===== config.mk =====
export PLATFORM = sky130hd
export DESIGN_NAME = mode_counter
export DESIGN_NICKNAME = d
export VERILOG_FILES = /design/src/rtl/mode_counter_pkg.sv /design/src/rtl/mode_counter_sat_counter.sv /design/src/rtl/mode_counter.sv
export SDC_FILE = /design/constraint.sdc
export NUM_CORES = 1
export LEC_CHECK = 0
export BUFFER_PORTS_ARGS = -buffer_cell sky130_fd_sc_hd__buf_2
export CAP_MARGIN = 0
export CELL_PAD_IN_SITES_DETAIL_PLACEMENT = 1
export CELL_PAD_IN_SITES_GLOBAL_PLACEMENT = 2
export CORE_MARGIN = 5
export CORE_UTILIZATION = 35
export CTS_CLUSTER_SIZE = 10
export DETAILED_ROUTE_END_ITERATION = 10
export PLACE_DENSITY_LB_ADDON = 0.1
export SLEW_MARGIN = 15
export SYNTH_ARGS = -nofsm -noshare
export SYNTH_HDL_FRONTEND = slang
export SYNTH_HIERARCHICAL = 1
export SYNTH_SLANG_ARGS = --single-unit

===== constraint.sdc =====
create_clock -name clock_i -period 3.8 [get_ports clock_i]
set_input_delay 0.38 -clock clock_i [delete_from_list [all_inputs] [get_ports clock_i]]
set_output_delay 0.38 -clock clock_i [all_outputs]
set_load 0.005 [all_outputs]

===== src/rtl/mode_counter_pkg.sv =====
// Shared definitions for the mode_counter block: FSM state encoding.
package mode_counter_pkg;

  typedef enum logic [1:0] {
    ST_IDLE  = 2'd0,
    ST_RUN   = 2'd1,
    ST_PAUSE = 2'd2,
    ST_DONE  = 2'd3
  } state_t;

endpackage


===== src/rtl/mode_counter_sat_counter.sv =====
// Saturating up-counter with synchronous clear; used for the reload (wrap) count.
module sat_counter #(
  parameter int WIDTH = 8
) (
  input  logic             clock_i,
  input  logic             reset_i,
  input  logic             clear_i,
  input  logic             inc_i,
  output logic [WIDTH-1:0] count_o
);

  logic [WIDTH-1:0] count_q;
  logic [WIDTH-1:0] count_d;

  always_comb begin
    count_d = count_q;
    if (clear_i) begin
      count_d = '0;
    end else if (inc_i && (count_q != '1)) begin
      count_d = count_q + WIDTH'(1);
    end
  end

  always_ff @(posedge clock_i or posedge reset_i) begin
    if (reset_i) begin
      count_q <= '0;
    end else begin
      count_q <= count_d;
    end
  end

  assign count_o = count_q;

endmodule


===== src/rtl/mode_counter.sv =====
// Runtime-limit up/down counter with one-shot / auto-reload modes, start/stop control,
// pause on enable low, terminal tick and a saturating reload count.
module mode_counter
  import mode_counter_pkg::*;
#(
  parameter int WIDTH      = 11,
  parameter int WRAP_WIDTH = 8
) (
  input  logic                  clock_i,
  input  logic                  reset_i,
  input  logic                  start_i,
  input  logic                  stop_i,
  input  logic                  enable_i,
  input  logic                  dir_down_i,
  input  logic                  reload_i,
  input  logic [WIDTH-1:0]      limit_i,
  output logic [WIDTH-1:0]      count_o,
  output logic                  busy_o,
  output logic                  done_o,
  output logic                  tick_o,
  output logic [WRAP_WIDTH-1:0] wraps_o
);

  state_t           state_q, state_d;
  logic [WIDTH-1:0] count_q, count_d;
  logic [WIDTH-1:0] limit_q, limit_d;
  logic             down_q, down_d;
  logic             reload_q, reload_d;
  logic             busy_q, busy_d;
  logic             done_q, done_d;
  logic             tick_q, tick_d;
  logic             wrap_clear, wrap_inc;

  logic [WIDTH-1:0] term_val;
  logic [WIDTH-1:0] reload_val;
  logic             at_term;

  // Up runs 0 -> limit, down runs limit -> 0; reload returns to the start point.
  assign term_val   = down_q ? '0 : limit_q;
  assign reload_val = down_q ? limit_q : '0;
  assign at_term    = (count_q == term_val);

  always_comb begin
    state_d    = state_q;
    count_d    = count_q;
    limit_d    = limit_q;
    down_d     = down_q;
    reload_d   = reload_q;
    busy_d     = busy_q;
    done_d     = done_q;
    tick_d     = 1'b0;
    wrap_clear = 1'b0;
    wrap_inc   = 1'b0;

    if (stop_i) begin
      state_d = ST_IDLE;
      busy_d  = 1'b0;
    end else if (start_i) begin
      limit_d    = limit_i;
      down_d     = dir_down_i;
      reload_d   = reload_i;
      count_d    = dir_down_i ? limit_i : '0;
      done_d     = 1'b0;
      busy_d     = 1'b1;
      state_d    = ST_RUN;
      wrap_clear = 1'b1;
    end else begin
      case (state_q)
        ST_RUN, ST_PAUSE: begin
          if (enable_i) begin
            if (at_term) begin
              tick_d = 1'b1;
              if (reload_q) begin
                count_d  = reload_val;
                wrap_inc = 1'b1;
                state_d  = ST_RUN;
              end else begin
                done_d  = 1'b1;
                busy_d  = 1'b0;
                state_d = ST_DONE;
              end
            end else begin
              count_d = down_q ? (count_q - WIDTH'(1)) : (count_q + WIDTH'(1));
              state_d = ST_RUN;
            end
          end else begin
            state_d = ST_PAUSE;
          end
        end
        default: ;
      endcase
    end
  end

  always_ff @(posedge clock_i or posedge reset_i) begin
    if (reset_i) begin
      state_q  <= ST_IDLE;
      count_q  <= '0;
      limit_q  <= '0;
      down_q   <= 1'b0;
      reload_q <= 1'b0;
      busy_q   <= 1'b0;
      done_q   <= 1'b0;
      tick_q   <= 1'b0;
    end else begin
      state_q  <= state_d;
      count_q  <= count_d;
      limit_q  <= limit_d;
      down_q   <= down_d;
      reload_q <= reload_d;
      busy_q   <= busy_d;
      done_q   <= done_d;
      tick_q   <= tick_d;
    end
  end

  sat_counter #(
    .WIDTH(WRAP_WIDTH)
  ) u_wraps (
    .clock_i (clock_i),
    .reset_i (reset_i),
    .clear_i (wrap_clear),
    .inc_i   (wrap_inc),
    .count_o (wraps_o)
  );

  assign count_o = count_q;
  assign busy_o  = busy_q;
  assign done_o  = done_q;
  assign tick_o  = tick_q;

endmodule

==> flow_summary.ini, run 1 <==
[logic_synthesis]
synth_compound_area_share_pct = 20.11
yosys_warnings = 6
synthCells = 272
yosys.area_share.simple_pct = 16.68
yosysTopAreaCellShare_pct = 36.20
synth_top_family_by_area = compound AO/OA/AOI/OAI gates
synth_top_area_cell = dfrtp_1
synth-xor-area-share_pct = 4.452
avgSynthCellArea_sq_um = 9.402
synth-async-reset-ratio_pct = 100.0
ys_seq_elements = 37
syn_area_sq_um = 2557
synthMuxAreaShare_pct = 11.59
synth_area_leaders = dfrtp_1, mux2_2, ha_1
synth_cell_types = 56
syn_nets = 301
synthAdderAreaFrac_pct = 6.067
synth_seq_area_share_pct = 36.20
synth_ff_type = dfrtp_1
synth_edf_count = 0

[global_routing]
grt_pass1_vias = 2251
antenna_found_initial = 0
grtUsageTotal_pct = 16.67
grt_pass1_wl_um = 11630
grt_remaining_overflow = 0
grt_max_degree = 30

[placed_design]
place_area_sq_um = 2844
dpl.hpwl_um = 5160
port_buffers = 39
place.gp.congestion = 0.7496

[detailed_routing]
via_per_inst = 5.273
drt_iter0_markers = 84
drt_wl_total_um = 7094
routedWlPerCell_um = 17.26
dr_total_vias = 2167
ant_nets = 0
drcViolationCount = 0
dr.pass1.iters = 4

[critical_path]
cpPeakStageDelay_ps = 580
path_buf_inv = 1
critPathArrivalTime_ps = 3180
end_kind = flip-flop
reg2reg_depth = 10
path_cells = buf_4, nor2b_1, a32oi_1, a32oi_1, nand4b_1, nor4_1, and2_1, nand4_1, a211oi_2, mux2_4
path_delay_family = simple AND/OR/NAND/NOR gates
critical_path_depth = 10
cp-start-kind = flip-flop
timing_worst_setup_path_type = flip-flop to flip-flop
path_max_fanout = 17
critPathSlowestCell = dfrtp_1
critical_path_required_ps = 3990
crit_path_frequent_cell = a32oi_1

[clock_tree]
htreeDepth = 2
cts_buffer_depth = 2
clk_latency_ps = 300
ctsHoldBuffers = 0
cts.clk_slew.worst_paths_ps = 80
numCtsBuffers = 5
cts_tree = yes
cts-root-buf = clkbuf_8
cts_setup_buffers = 0
clock_sinks = 37
ctsResizeCount = 0

[floorplanning]
initial_core_util_pct = 35.64
fp.dieH_um = 95.48
boundaryPins = 40
rows = 31
fp.dieW_um = 95.48
core-area_sq_um = 7176
design.die.area_sq_um = 9116

[timing]
fin_crit_ps = 2998
hold_viol_final = 0
fin_crit_sh_pct = 78.90
skew_ps = 6.865
fmax_ghz = 0.3335
rsz0062_at_grt = no
hold_ws_ps = 47.75
setup_viol = 0
slew_headroom_pct = 54.58
tns_ps = 0
worst_pin_slew_ps = 681.4
drv_slew = 0

[finish]
final_area_sq_um = 2964
register_area_sq_um = 925.9
multi_input_area_sq_um = 1509
nFillCells = 855
layout.nets = 340
layout-drive-gt1-share_pct = 25.64
syn_to_final_growth_pct = 15.90
finish.utilization_pct = 41.31
diodes = 0

[status]
status = complete, no violations

[hold_path]
min_path_type = input pin to async pin

[power]
p_leak_nw = 1.411
power_w = 0.001733
powerDensity_nw_per_um2 = 584.7
vdd_ir_drop_max_mv = 0.1516

[run]
max_cap_viol_count = 0
-- sequential cells by signal, summed over array words and instances (netlist names) --
register         count
busy_o               1
done_o               1
reload_q             1
down_q               1
count_o             11
u_wraps/count_o      8
limit_q             11
tick_o               1
state_q              2
-- metal layers --
metal,vias to the layer above,track usage (%),part of all wire (%)
li1,1066,-,-
met1,1063,22.77,48
met2,31,27.11,48
met3,7,3.315,2.5
met4,0,3.910,0.96
met5,-,0,0
-- through the flow --
step | worst slack, ps | std cells
floorplan | 947.9 | 272
global placement | 900.3 | 403
detailed placement | 804.8 | 403
CTS | 765.8 | 411
global route | 520.5 | 411
finish | 801.6 | 411
-- kinds of logic after synthesis --
group | Yosys count
compound gates | 72
xor+xnor | 13
fa+ha+maj | 12
buf+inv | 25
flops | 37
mux | 26
simple gates | 87
-- area by class of cell --
class	instances	area share, %
clock buffers	6	2.786
clock inverters	2	1.266
inverters	12	1.520
multi-input cells	210	50.91
flip-flops and latches	37	31.24
well taps	99	4.179
repair buffers	45	8.105
-- cell usage after synthesis (2+ instances only) --
library cell and n:
nand4b_1 3, a21oi_2 2, a22oi_1 8, o31ai_1 2
a211oi_1 3, xor2_1 6, nand4_1 4, mux2_4 4
nor4_1 3, buf_2 4, nand2_1 30, a221o_1 2
mux2i_1 9, buf_6 3, nor3_1 3, ha_1 10
and3_1 4, nand3_1 5, mux2_2 13, inv_1 12
a21oi_1 14, o21ai_0 14, o22ai_1 2, a31oi_1 2
xnor2_1 7, and2_1 2, a32oi_1 3, nor2_1 21
a21o_1 4, dfrtp_1 37, nor2b_1 6, a31o_2 2
clkbuf_1 5
-- where the power goes --
group          leakage [nW]  internal (W)  switching (W)
logic                 0.884      0.000371       0.000396
registers             0.470      0.000463       0.000127
clock network        0.0574      0.000214       0.000163
total                  1.41       0.00105       0.000686
-- path summary, 6_finish.rpt --
kind | from | end | slack (ps)
max | down_q | u_wraps/count_o[5] | 800
min | reset_i | u_wraps/count_o[0] | 50
max reg2reg | down_q | u_wraps/count_o[5] | 800
min reg2reg | done_o | done_o | 490
max in group asynchronous | reset_i | limit_q[5] | 3320
min in group clock_i | reload_i | reload_q | 310
-- cell usage in the layout (no fill, tap or decap), types with 7 or more instances in the layout --
cell type and count:
inv_1 12, dfrtp_1 37, a21oi_1 14, buf_2 39
nand2_1 30, mux2i_1 9, ha_1 10, xnor2_1 7
mux2_2 13, a22oi_1 8, nor2_1 20, o21ai_0 14
No activity file was read; power rests on OpenSTA's default activity.
==> run 2: changes to the inputs <==
Settings changed: ABC_AREA set to 1, CORE_UTILIZATION 35 to 31.
Clock period 3.8 ns to 3.1 ns, I/O delays scaled along.
==> run 2 against run 1 <==
Clock skew is 2.7 ps higher. Routed wire length is 22% higher. Cell area rose by 8.7%. Synthesized cell count up 63%. Critical path type unchanged. Largest power group unchanged.
==> flow_summary.ini, run 2 <==
[critical_path]
critPathArrivalTime_ps = 2880
critPathSlowestCell = dfrtp_1
end_kind = flip-flop
path_max_fanout = 22
reg2reg_depth = 15
crit_path_frequent_cell = nand2_1
timing_worst_setup_path_type = flip-flop to flip-flop
cp-start-kind = flip-flop
path_cells = buf_4, nand2_1, nand2_1, nor2_1, nor2_1, nand2_1, nor2_4, nand2_1, inv_1, nand2_1, nor3_1, nand2_4, nor2_1, nand2_1, nand2_1
cpPeakStageDelay_ps = 360
critical_path_required_ps = 3330

[finish]
layout.nets = 515
layout-drive-gt1-share_pct = 13.35
final_cells = 595
final_area_sq_um = 3223
multi_input_area_sq_um = 1652
register_area_sq_um = 925.9
nFillCells = 1202
final_common_cell = nand2_1
finish.utilization_pct = 36.60
final_cell_mix = nand2_1, inv_1, buf_2
syn_to_final_growth_pct = 14.29
diodes = 0

[global_routing]
grt_pass1_vias = 3042
grt_remaining_overflow = 0
grtUsageTotal_pct = 16.67
antenna_found_initial = 0
grt_max_degree = 30
grt_pass1_wl_um = 15040

[run]
max_cap_viol_count = 0

[timing]
fin_crit_ps = 2649
worst_pin_slew_ps = 505.7
fmax_ghz = 0.3775
hold_viol_final = 0
skew_ps = 9.530
fin_crit_sh_pct = 85.46
slew_headroom_pct = 66.25
rsz0062_at_grt = no
hold_ws_ps = 237.4
drv_slew = 0
tns_ps = 0
setup_viol = 0

[placed_design]
port_buffers = 39
place.gp.congestion = 0.7737
dpl.hpwl_um = 6696
place_area_sq_um = 3131
dp_cells = 586

[logic_synthesis]
synthMuxAreaShare_pct = 0
synth.most_common_cell = nand2_1
synth_commonest_cells = nand2_1, inv_1, dfrtp_1
synthAdderAreaFrac_pct = 5.146
synth_compound_area_share_pct = 3.416
yosys_warnings = 6
synth_top_family_by_area = simple AND/OR/NAND/NOR gates
syn_nets = 472
yosys.area_share.simple_pct = 45.96
ys_seq_elements = 37
yosysTopAreaCellShare_pct = 32.83
synth_ff_type = dfrtp_1
synth_seq_area_share_pct = 32.83
synth_area_leaders = dfrtp_1, nand2_1, inv_1
synth_top_area_cell = dfrtp_1
synth-xor-area-share_pct = 4.037
syn_area_sq_um = 2820
synth_edf_count = 0
synthCells = 443
synth-async-reset-ratio_pct = 100.0
synth_cell_types = 32
avgSynthCellArea_sq_um = 6.366

[floorplanning]
core-area_sq_um = 8806
initial_core_util_pct = 32.03
boundaryPins = 40
fp.dieW_um = 105.4
design.die.area_sq_um = 11100
rows = 34
fp.dieH_um = 105.4

[clock_tree]
ctsResizeCount = 0
clock_sinks = 37
cts_setup_buffers = 0
cts-root-buf = clkbuf_8
htreeDepth = 2
cts_buffer_depth = 2
clk_latency_ps = 290
cts_tree = yes
numCtsBuffers = 5
cts.clk_slew.worst_paths_ps = 80

[detailed_routing]
routedWlPerCell_um = 14.51
ant_nets = 0
drcViolationCount = 0
via_per_inst = 4.718
dr.pass1.iters = 4
dr_total_vias = 2807
drt_iter0_markers = 68
drt_wl_total_um = 8632

[power]
powerDensity_nw_per_um2 = 638.1
p_leak_nw = 1.882
vdd_ir_drop_max_mv = 0.1677

[hold_path]
min_path_cells = 3
min_path_type = input pin to flip-flop

[status]
status = complete, no violations
## run 2: changes by cell type in the layout (fill, tap and decap cells not counted), moves of 6 or more
cell,delta
mux2i_1,-9
mux2_2,-13
a22oi_1,-8
nand2_1,+195
inv_1,+32
nor2_1,+11
nand3b_1,+11
nand3_1,+19
o21ai_0,-8
nor2b_1,-6
## run 2: worst paths after layout
| path | from | endpoint | slack (ps) |
|---|---|---|---|
| min | reload_i | reload_q | 240 |
| max reg2reg | down_q | u_wraps/count_o[4] | 450 |
| min in group asynchronous | reset_i | u_wraps/count_o[7] | 540 |
| max | down_q | u_wraps/count_o[4] | 450 |
| min reg2reg | limit_q[0] | limit_q[0] | 510 |
| max in group asynchronous | reset_i | count_o[1] | 2130 |
## run 2: repair_timing
action,in CTS,in global routing
hold buffers,1,0
endpoints found under the hold margin,8,0
setup endpoints to repair,0,0
## run 2: layout make-up
cell class / count / area share (%)
tap: 108 / 4.193
timing repair buffer: 45 / 7.531
clock inverter: 2 / 0.3106
multi-input combinational: 349 / 51.24
inverter: 48 / 5.745
sequential: 37 / 28.73
clock buffer: 6 / 2.252
## run 2: kinds of logic (layout without fill, tap and decap cells)
family	count (synthesis)	after routing
adder cells (fa/ha/maj)	11	11
flip-flops	37	37
AO/OA/AOI/OAI	18	18
buffers and inverters	57	101
AND/OR/NAND/NOR	307	307
XOR/XNOR	13	13
## run 2: where the power goes
| group | internal [W] | leakage (nW) | switching (W) |
|---|---|---|---|
| Combinational | 0.000387 | 1.36 | 0.000635 |
| Clock | 0.000156 | 0.0450 | 0.000185 |
| Sequential | 0.000563 | 0.477 | 0.000132 |
## run 2: per-layer routing
metal | track usage, % | part of all wire, % | up-vias
li1 | - | - | 1442
met1 | 21.16 | 47 | 1327
met2 | 30.33 | 50 | 32
met3 | 2.017 | 2.3 | 6
met4 | 3.374 | 0.90 | 0
met5 | 0 | 0 | -
## run 2: stage by stage
step	setup slack [ps]	total power, W
3_3_place_gp	578.8	0.001734
4_1_cts	399.1	0.002106
5_1_grt	104.7	0.002278
6_report	450.8	0.002057
2_1_floorplan	782.5	0.001424
3_5_place_dp	430.0	0.001750
## run 2: worst max-delay path, delay by kind of cell, from the launching register on
kind                   cells  cell delay (ps)
and+or+nand+nor           13             1870
buffers and inverters      2              370
DFF                        1              360
